==> config.mk <==
export PLATFORM = sky130hd
export DESIGN_NAME = fetch_stage
export DESIGN_NICKNAME = d
export VERILOG_FILES = /design/src/rtl/fetch_pkg.sv /design/src/rtl/if_id_reg.sv /design/src/rtl/fetch_stage.sv
export SDC_FILE = /design/constraint.sdc
export NUM_CORES = 1
export LEC_CHECK = 0
export CAP_MARGIN = 20
export CORE_MARGIN = 1.5
export CORE_UTILIZATION = 39
export CTS_CLUSTER_DIAMETER = 120
export CTS_CLUSTER_SIZE = 16
export DETAILED_ROUTE_END_ITERATION = 16
export GPL_TIMING_DRIVEN = 0
export PLACE_DENSITY = 0.77
export SYNTH_ARGS = -nofsm -noshare
export SYNTH_HDL_FRONTEND = slang
export SYNTH_HIERARCHICAL = 1
export SYNTH_SLANG_ARGS = --single-unit
export TNS_END_PERCENT = 10
==> constraint.sdc <==
create_clock -name clk -period 2 [get_ports clk]
set_clock_uncertainty 0.1 [all_clocks]
set_input_delay 0.4 -clock clk [delete_from_list [all_inputs] [get_ports clk]]
set_output_delay 0.4 -clock clk [all_outputs]
set_load 0.005 [all_outputs]
==> src/rtl/fetch_pkg.sv <==
// Shared constants and state type for the instruction fetch stage.
package fetch_pkg;

   localparam logic [31:0] START_ADDR_DEFAULT = 32'h0100_0000;
   localparam logic [31:0] NOP_INSTR          = 32'h0000_0013;
   localparam logic [31:0] EBREAK_INSTR       = 32'h0010_0073;

   typedef enum logic [1:0] {
      BOOT = 2'd0,
      RUN  = 2'd1,
      HALT = 2'd2
   } fetch_state_t;

endpackage

==> src/rtl/if_id_reg.sv <==
// IF/ID pipeline register: flush (bubble) beats load, otherwise hold.
module if_id_reg
   import fetch_pkg::*;
#(
   parameter int ADDRWIDTH = 32,
   parameter int DATAWIDTH = 32
) (
   input  logic                 clk,
   input  logic                 load,
   input  logic                 flush,
   input  logic [ADDRWIDTH-1:0] pc_d,
   input  logic [DATAWIDTH-1:0] instr_d,
   output logic [ADDRWIDTH-1:0] pc_q,
   output logic [DATAWIDTH-1:0] instr_q,
   output logic                 valid_q
);

   always_ff @(posedge clk) begin
      if (flush) begin
         pc_q    <= '0;
         instr_q <= DATAWIDTH'(NOP_INSTR);
         valid_q <= 1'b0;
      end else if (load) begin
         pc_q    <= pc_d;
         instr_q <= instr_d;
         valid_q <= 1'b1;
      end
   end

endmodule

==> src/rtl/fetch_stage.sv <==
// Instruction fetch stage: PC sequencing, BOOT/RUN/HALT control and IF/ID register.
// Define FETCH_HALT_ON_EBREAK_EN to halt fetch after an EBREAK is fetched.
module fetch_stage
   import fetch_pkg::*;
#(
   parameter int                   ADDRWIDTH  = 32,
   parameter int                   DATAWIDTH  = 32,
   parameter logic [ADDRWIDTH-1:0] START_ADDR = ADDRWIDTH'(START_ADDR_DEFAULT)
) (
   input  logic                 clk,
   input  logic                 reset,
   input  logic                 stall,
   input  logic                 redirect,
   input  logic [ADDRWIDTH-1:0] redirect_target,
   output logic [ADDRWIDTH-1:0] imem_address,
   output logic                 imem_read_write,
   input  logic [DATAWIDTH-1:0] imem_data_out,
   output logic [ADDRWIDTH-1:0] if_id_pc,
   output logic [DATAWIDTH-1:0] if_id_instr,
   output logic                 if_id_valid,
   output logic                 halted
);

   fetch_state_t         state_q;
   logic [ADDRWIDTH-1:0] pc_q;
   logic                 is_ebreak;
   logic                 ifid_load;
   logic                 ifid_flush;

`ifdef FETCH_HALT_ON_EBREAK_EN
   assign is_ebreak = (imem_data_out == DATAWIDTH'(EBREAK_INSTR));
   assign halted    = (state_q == HALT);
`else
   assign is_ebreak = 1'b0;
   assign halted    = 1'b0;
`endif

   assign imem_address    = pc_q;
   assign imem_read_write = 1'b0;

   // Reset and redirect override stall; BOOT/HALT only ever feed bubbles.
   always_comb begin
      ifid_load  = 1'b0;
      ifid_flush = 1'b0;
      if (reset || redirect)
         ifid_flush = 1'b1;
      else if (!stall) begin
         if (state_q == RUN) ifid_load  = 1'b1;
         else                ifid_flush = 1'b1;
      end
   end

   always_ff @(posedge clk) begin
      if (reset) begin
         state_q <= BOOT;
         pc_q    <= START_ADDR;
      end else if (redirect) begin
         state_q <= RUN;
         pc_q    <= {redirect_target[ADDRWIDTH-1:2], 2'b00};
      end else if (!stall) begin
         unique case (state_q)
            BOOT: state_q <= RUN;
            RUN: begin
               pc_q <= pc_q + ADDRWIDTH'(4);
               if (is_ebreak) state_q <= HALT;
            end
            HALT: state_q <= HALT;
            default: state_q <= BOOT;
         endcase
      end
   end

   if_id_reg #(
      .ADDRWIDTH(ADDRWIDTH),
      .DATAWIDTH(DATAWIDTH)
   ) u_if_id (
      .clk    (clk),
      .load   (ifid_load),
      .flush  (ifid_flush),
      .pc_d   (pc_q),
      .instr_d(imem_data_out),
      .pc_q   (if_id_pc),
      .instr_q(if_id_instr),
      .valid_q(if_id_valid)
   );

endmodule

Word level (Yosys, flattened, before mapping)
Index checks and enable logic that the tools add are counted.
Cells by class
  equality and inequality tests: 4
  bitwise operators: 2
  multiplexer cells: 12
  reductions and logical operators: 8
  add/subtract/negate cells: 1
Operator list (count)
  32-bit two-way mux: 3
  32-bit by 3-bit adder with 32-bit output (second input constant): 1
  1-bit two-way mux: 8
  2-bit AND reduction: 4
  2-bit case mux with 3 select lines: 1
  2-bit by 1-bit equality test with 1-bit output (second input constant): 1
  2-bit equality test (second input constant): 1
  2-bit logical NOT: 1
  2-bit by 1-bit inequality test with 1-bit output (second input constant): 1
  2-bit inequality test (second input constant): 1
  1-bit inverter: 2
  2-bit nonzero test: 1
  2-bit OR reduction: 1
  1-bit logical OR: 1
Word-level totals
  output and inout port bits: 99
  register bits: 99

Logic depth before layout (Yosys ltp)
  word-level depth: 4
  gate-level depth with buffers: 8

Cells and area by module
The synthesis kept the hierarchy.
By module, submodules not included
  if_id_reg: times used 1, area an instance 2334.7 um2, cells an instance 210, sequential area each 1301.2 um2
  fetch_stage: times used 1, area an instance 1742.9 um2, cells an instance 215, sequential area each 640.6 um2

Worst setup path after synthesis
Ideal clock, no wire load.
  path type: input -> register
  start point: in stall
  end point: reg pc_q[23] (netlist: imem_address[23])
  library setup time: 86 ps
  arrival time: 1882 ps
  slack: -68 ps
  buffers on the path: 1
  cell stages on the path: 6
  data required time: 1814 ps
  cell sequence: or3b_1 buf_2 nor4_4 nand2_1 xor2_1 a211oi_1
Between the ends
  cells in the longest elaborated chain, start to end: 2
RTL lines
  start: declaration: RTL line fetch_stage.sv:12  | input logic stall,
  2-bit by 1-bit inequality test with 1-bit output (no line)
  2-bit AND reduction (no line)
  end signal: assignment: RTL line fetch_stage.sv:59  | pc_q <= {redirect_target[ADDRWIDTH-1:2], 2'b00};
  end signal: assignment: RTL line fetch_stage.sv:64  | pc_q <= pc_q + ADDRWIDTH'(4);
  end: declaration: RTL line fetch_stage.sv:25  | logic [ADDRWIDTH-1:0] pc_q;
Every way passes these cells.
A chain may end at the register's enable or synchronous reset.

Worst setup path after layout
  start point: reg state_q[0]
  end point: reg pc_q[23] (netlist: imem_address[23])
Between the ends
  cells in the longest elaborated chain, start to end: 3
RTL lines
  start: declaration: RTL line fetch_stage.sv:24  | fetch_state_t state_q;
  start signal: assignment: RTL line fetch_stage.sv:55  | state_q <= BOOT;
  start signal: assignment: RTL line fetch_stage.sv:58  | state_q <= RUN;
  start signal: assignment: RTL line fetch_stage.sv:62  | BOOT: state_q <= RUN;
  2-bit by 1-bit equality test with 1-bit output: RTL line fetch_stage.sv:61  | unique case (state_q)
  2-bit nonzero test (no line)
  2-bit AND reduction (no line)
Every way passes these cells.

==> results by group <==
Outcome
  – Result of the run: finished, final reports clean

CTS
  – Clock root buffer: sky130_fd_sc_hd__clkbuf_8
  – H-tree depth: 3
  – CTS tree: yes
  – Number of sinks driven by the clock tree: 97
  – Clock-pin transition on the worst setup and hold timing paths: 90 ps
  – Source-to-sink clock delay at the later pin of the worst-skew pair: 350 ps
  – Number of buffers between clock root and the deepest sink: 2
  – TritonCTS Buffers: 9

Logic synthesis
  – Synthesized flop and latch total: 97
  – Yosys warns: 6
  – Yosys top cell area share: 47.6%
  – Share of flip-flops with an asynchronous set or reset: 0%
  – Proportion of synthesized chip area in sequential cells: 47.6%
  – Dominant cell type by area after synthesis: sky130_fd_sc_hd__dfxtp_1
  – Number of enable flip-flop cells after synthesis: 0
  – Synthesized instance count: 425
  – Synth top area cells: sky130_fd_sc_hd__dfxtp_1 48%, sky130_fd_sc_hd__mux2i_1 16%, sky130_fd_sc_hd__nor2_1 8.7%
  – Number of library cell types mapped by synthesis: 34
  – Leading register cell type out of synthesis: sky130_fd_sc_hd__dfxtp_1
  – Syn Area/Cell: 9.59 sq um
  – Synth Cell Area: 0.00408 sq mm

Placement
  – HPWL reported at the end of detailed placement: 8.40 mm
  – Port Buf Inserts: 158
  – Global placement routability congestion: 0.758

GRT
  – Number of antenna violations at the first check in global routing: 0
  – First-pass GRT wire length: 18.4 mm
  – Pin count of the biggest net entering global routing: 17
  – Overall track demand over capacity in global routing: 20.9%
  – Via count of the first global-routing pass: 3669
  – GRT Residual Overflow: 0

Drt
  – Post-DRT Antenna Nets: 0
  – Detail-routed net length per standard cell: 15.5 um
  – Total routed wirelength: 11.6 mm
  – DRC violation total after the first TritonRoute iteration: 150
  – Final routed DRC violation total: 0
  – Drt via density: 4.96
  – Drt pass-1 iters: 4
  – Via count of the routed design: 3722

STA
  – Top achievable clock speed: 515 MHz
  – Number of slew-limit violations in the final report: 0
  – Relative slew margins: 61.3%
  – RSZ-0062 raised after global routing: true
  – Clock period minus final worst setup slack: 1940 ps
  – Final worst path period share: 97.1%
  – Slew at the pin closest to its max-slew limit: 581 ps
  – Final Setup Violations: 0
  – Number of hold violations in the final report: 0

Layout
  – Proportion of layout cells with a drive suffix above 1: 11.6%
  – Post-Route Utilization: 61.5%
  – Most common library cell in the layout ignoring fill and taps: sky130_fd_sc_hd__clkdlybuf4s50_1
  – Number of antenna cells inserted: 0
  – Number of inserted filler cells in the final layout: 870
  – Number of nets in the layout: 678
  – Highest-count cells in the layout ignoring fill and taps: 157 x sky130_fd_sc_hd__clkdlybuf4s50_1, 95 x sky130_fd_sc_hd__nor2_1, 87 x sky130_fd_sc_hd__dfxtp_1
  – Area Growth Syn to Fin: 54.3%

Floorplan
  – Die ar.: 0.0111 sq mm
  – Number of standard-cell rows in the floorplan: 37
  – Die Span X: 105 um
  – Overall die height: 105 um
  – Initial Util: 39.9%
  – Boundary pin count: 167
  – Area inside the core boundary: 0.0102 sq mm

Worst hold path
  – Min-delay src: stall
  – Endpoint of the worst hold path: state_q[1]
  – WHS Path Cells: 3
  – Path class of the lowest-slack min-delay path: in -> reg

Setup path
  – CP endpoint kind: flop
  – Internal reg-to-reg setup slack: 60 ps
  – Arr. time, crit path: 2100 ps
  – Cells on worst reg2reg path: 6
  – Type of the worst setup path: reg -> reg
  – Data required time at the worst endpoint: 2160 ps
  – Category of the worst setup path launch point: flop
  – Launch point of the worst path: state_q[0]
  – Endpoint of the lowest-slack register-to-register path: imem_address[23]
  – Worst r2r src: state_q[0]
  – Crit Path Max Fanout: 5

Power and ir drop
  – Power density cells: 629 mW/mm^2
  – Maximum vdd drop: 0.392 mV
  – Power Total: 3.96 mW
  – Leakage power summed over all cells: 2.17 nW

Flow run
  – Number of max-cap violations: 0
metrics by stage:
step / cells / cell area (sq um) / TNS [ps] / hold slack, ps / setup WS, ps
2_1_floorplan: 430 / 4100 / -75.4 / 355 / -57.7
4_1_cts: 750 / 6240 / -250 / 317 / -51.7
5_1_grt: 750 / 6290 / -115 / 360 / -31.7
3_5_place_dp: 724 / 5850 / -59870 / 372 / -990
3_3_place_gp: 724 / 5850 / -53140 / 350 / -893
6_report: 750 / 6290 / 0 / 335 / 58.4
state kept, by name, summed over array words and instances (netlist names):
name / flops
u_if_id/instr_q: 32
u_if_id/pc_q: 32
imem_address: 30
state_q: 2
u_if_id/valid_q: 1
logic make-up (layout without fill, tap and decap cells):
group	count (synthesis)	in the layout	synth area share, %
AOI/OAI and AO/OA	39	39	6.78
other	1	6	0.0920
and+or+nand+nor	158	158	17.8
xor gates and xnor gates	25	25	5.37
DFF	97	97	47.6
muxes	65	65	16.0
buffers and inverters	39	223	6.08
adders and majority gates	1	1	0.307
cell type report:
cell class / instances / area [sq um] / share of cell area, %
repair buffers: 169 / 1670 / 26.6
plain buffers: 30 / 219 / 3.48
well taps: 136 / 170 / 2.70
inverters: 8 / 30.0 / 0.477
clock buffers: 11 / 141 / 2.25
clock inverters: 5 / 87.6 / 1.39
multi-input cells: 294 / 2010 / 32.0
flip-flops and latches: 97 / 1960 / 31.1
synthesized netlist by cell type, drive strengths merged (3+ instances only):
master and count:
nor2b 5, and3 3, a21oi 8, inv 8, clkbuf 13, a211oi 23, nand3 13, nor2 95
mux2i 65, xor2 17, nor3 8, xnor2 8, nor4 5, dfxtp 97, buf 18, nand2 13
nand4 9, a211o 4
critical path: stages (launching register included):
cell and delay, ps:
sky130_fd_sc_hd__dfxtp_2 330, sky130_fd_sc_hd__or3b_4 420, sky130_fd_sc_hd__nor4_4 300, sky130_fd_sc_hd__buf_6 170, sky130_fd_sc_hd__nand2_1 130, sky130_fd_sc_hd__xor2_1 180, sky130_fd_sc_hd__a211oi_1 210
how the worst max path moves through the flow:
| stage | endpoint | slack [ps] | cells past startpoint |
|---|---|---|---|
| 6_report | imem_address[23] | 60 | 6 |
| 5_1_grt | imem_address[27] | -30 | 7 |
| 4_1_cts | imem_address[23] | -50 | 7 |
| 3_5_place_dp | imem_address[26] | -990 | 6 |
| 3_3_place_gp | imem_address[30] | -890 | 6 |
| 2_1_floorplan | imem_address[26] | -60 | 6 |
power breakdown:
part	switching [mW]	total (mW)	internal [mW]
logic	0.181	0.462	0.281
clock network	0.697	1.45	0.751
registers	0.0691	2.05	1.98
total	0.948	3.96	3.01
routing by layer:
metal,part of all wire [%],global-route usage (%)
met1,44,26.4
met2,49,36.0
met3,6.3,4.51
met4,1.0,5.97
met5,0,0
what timing repair did:
action / in CTS / in global routing
cloned: 1 / 0
pin swaps: 14 / 4
buffers inserted: 9 / 2
resized for setup: 22 / 23
hold buffers: 0 / 0
setup endpoints to repair: 87 / 70
Note: power is estimated with default switching activity, not from simulation.
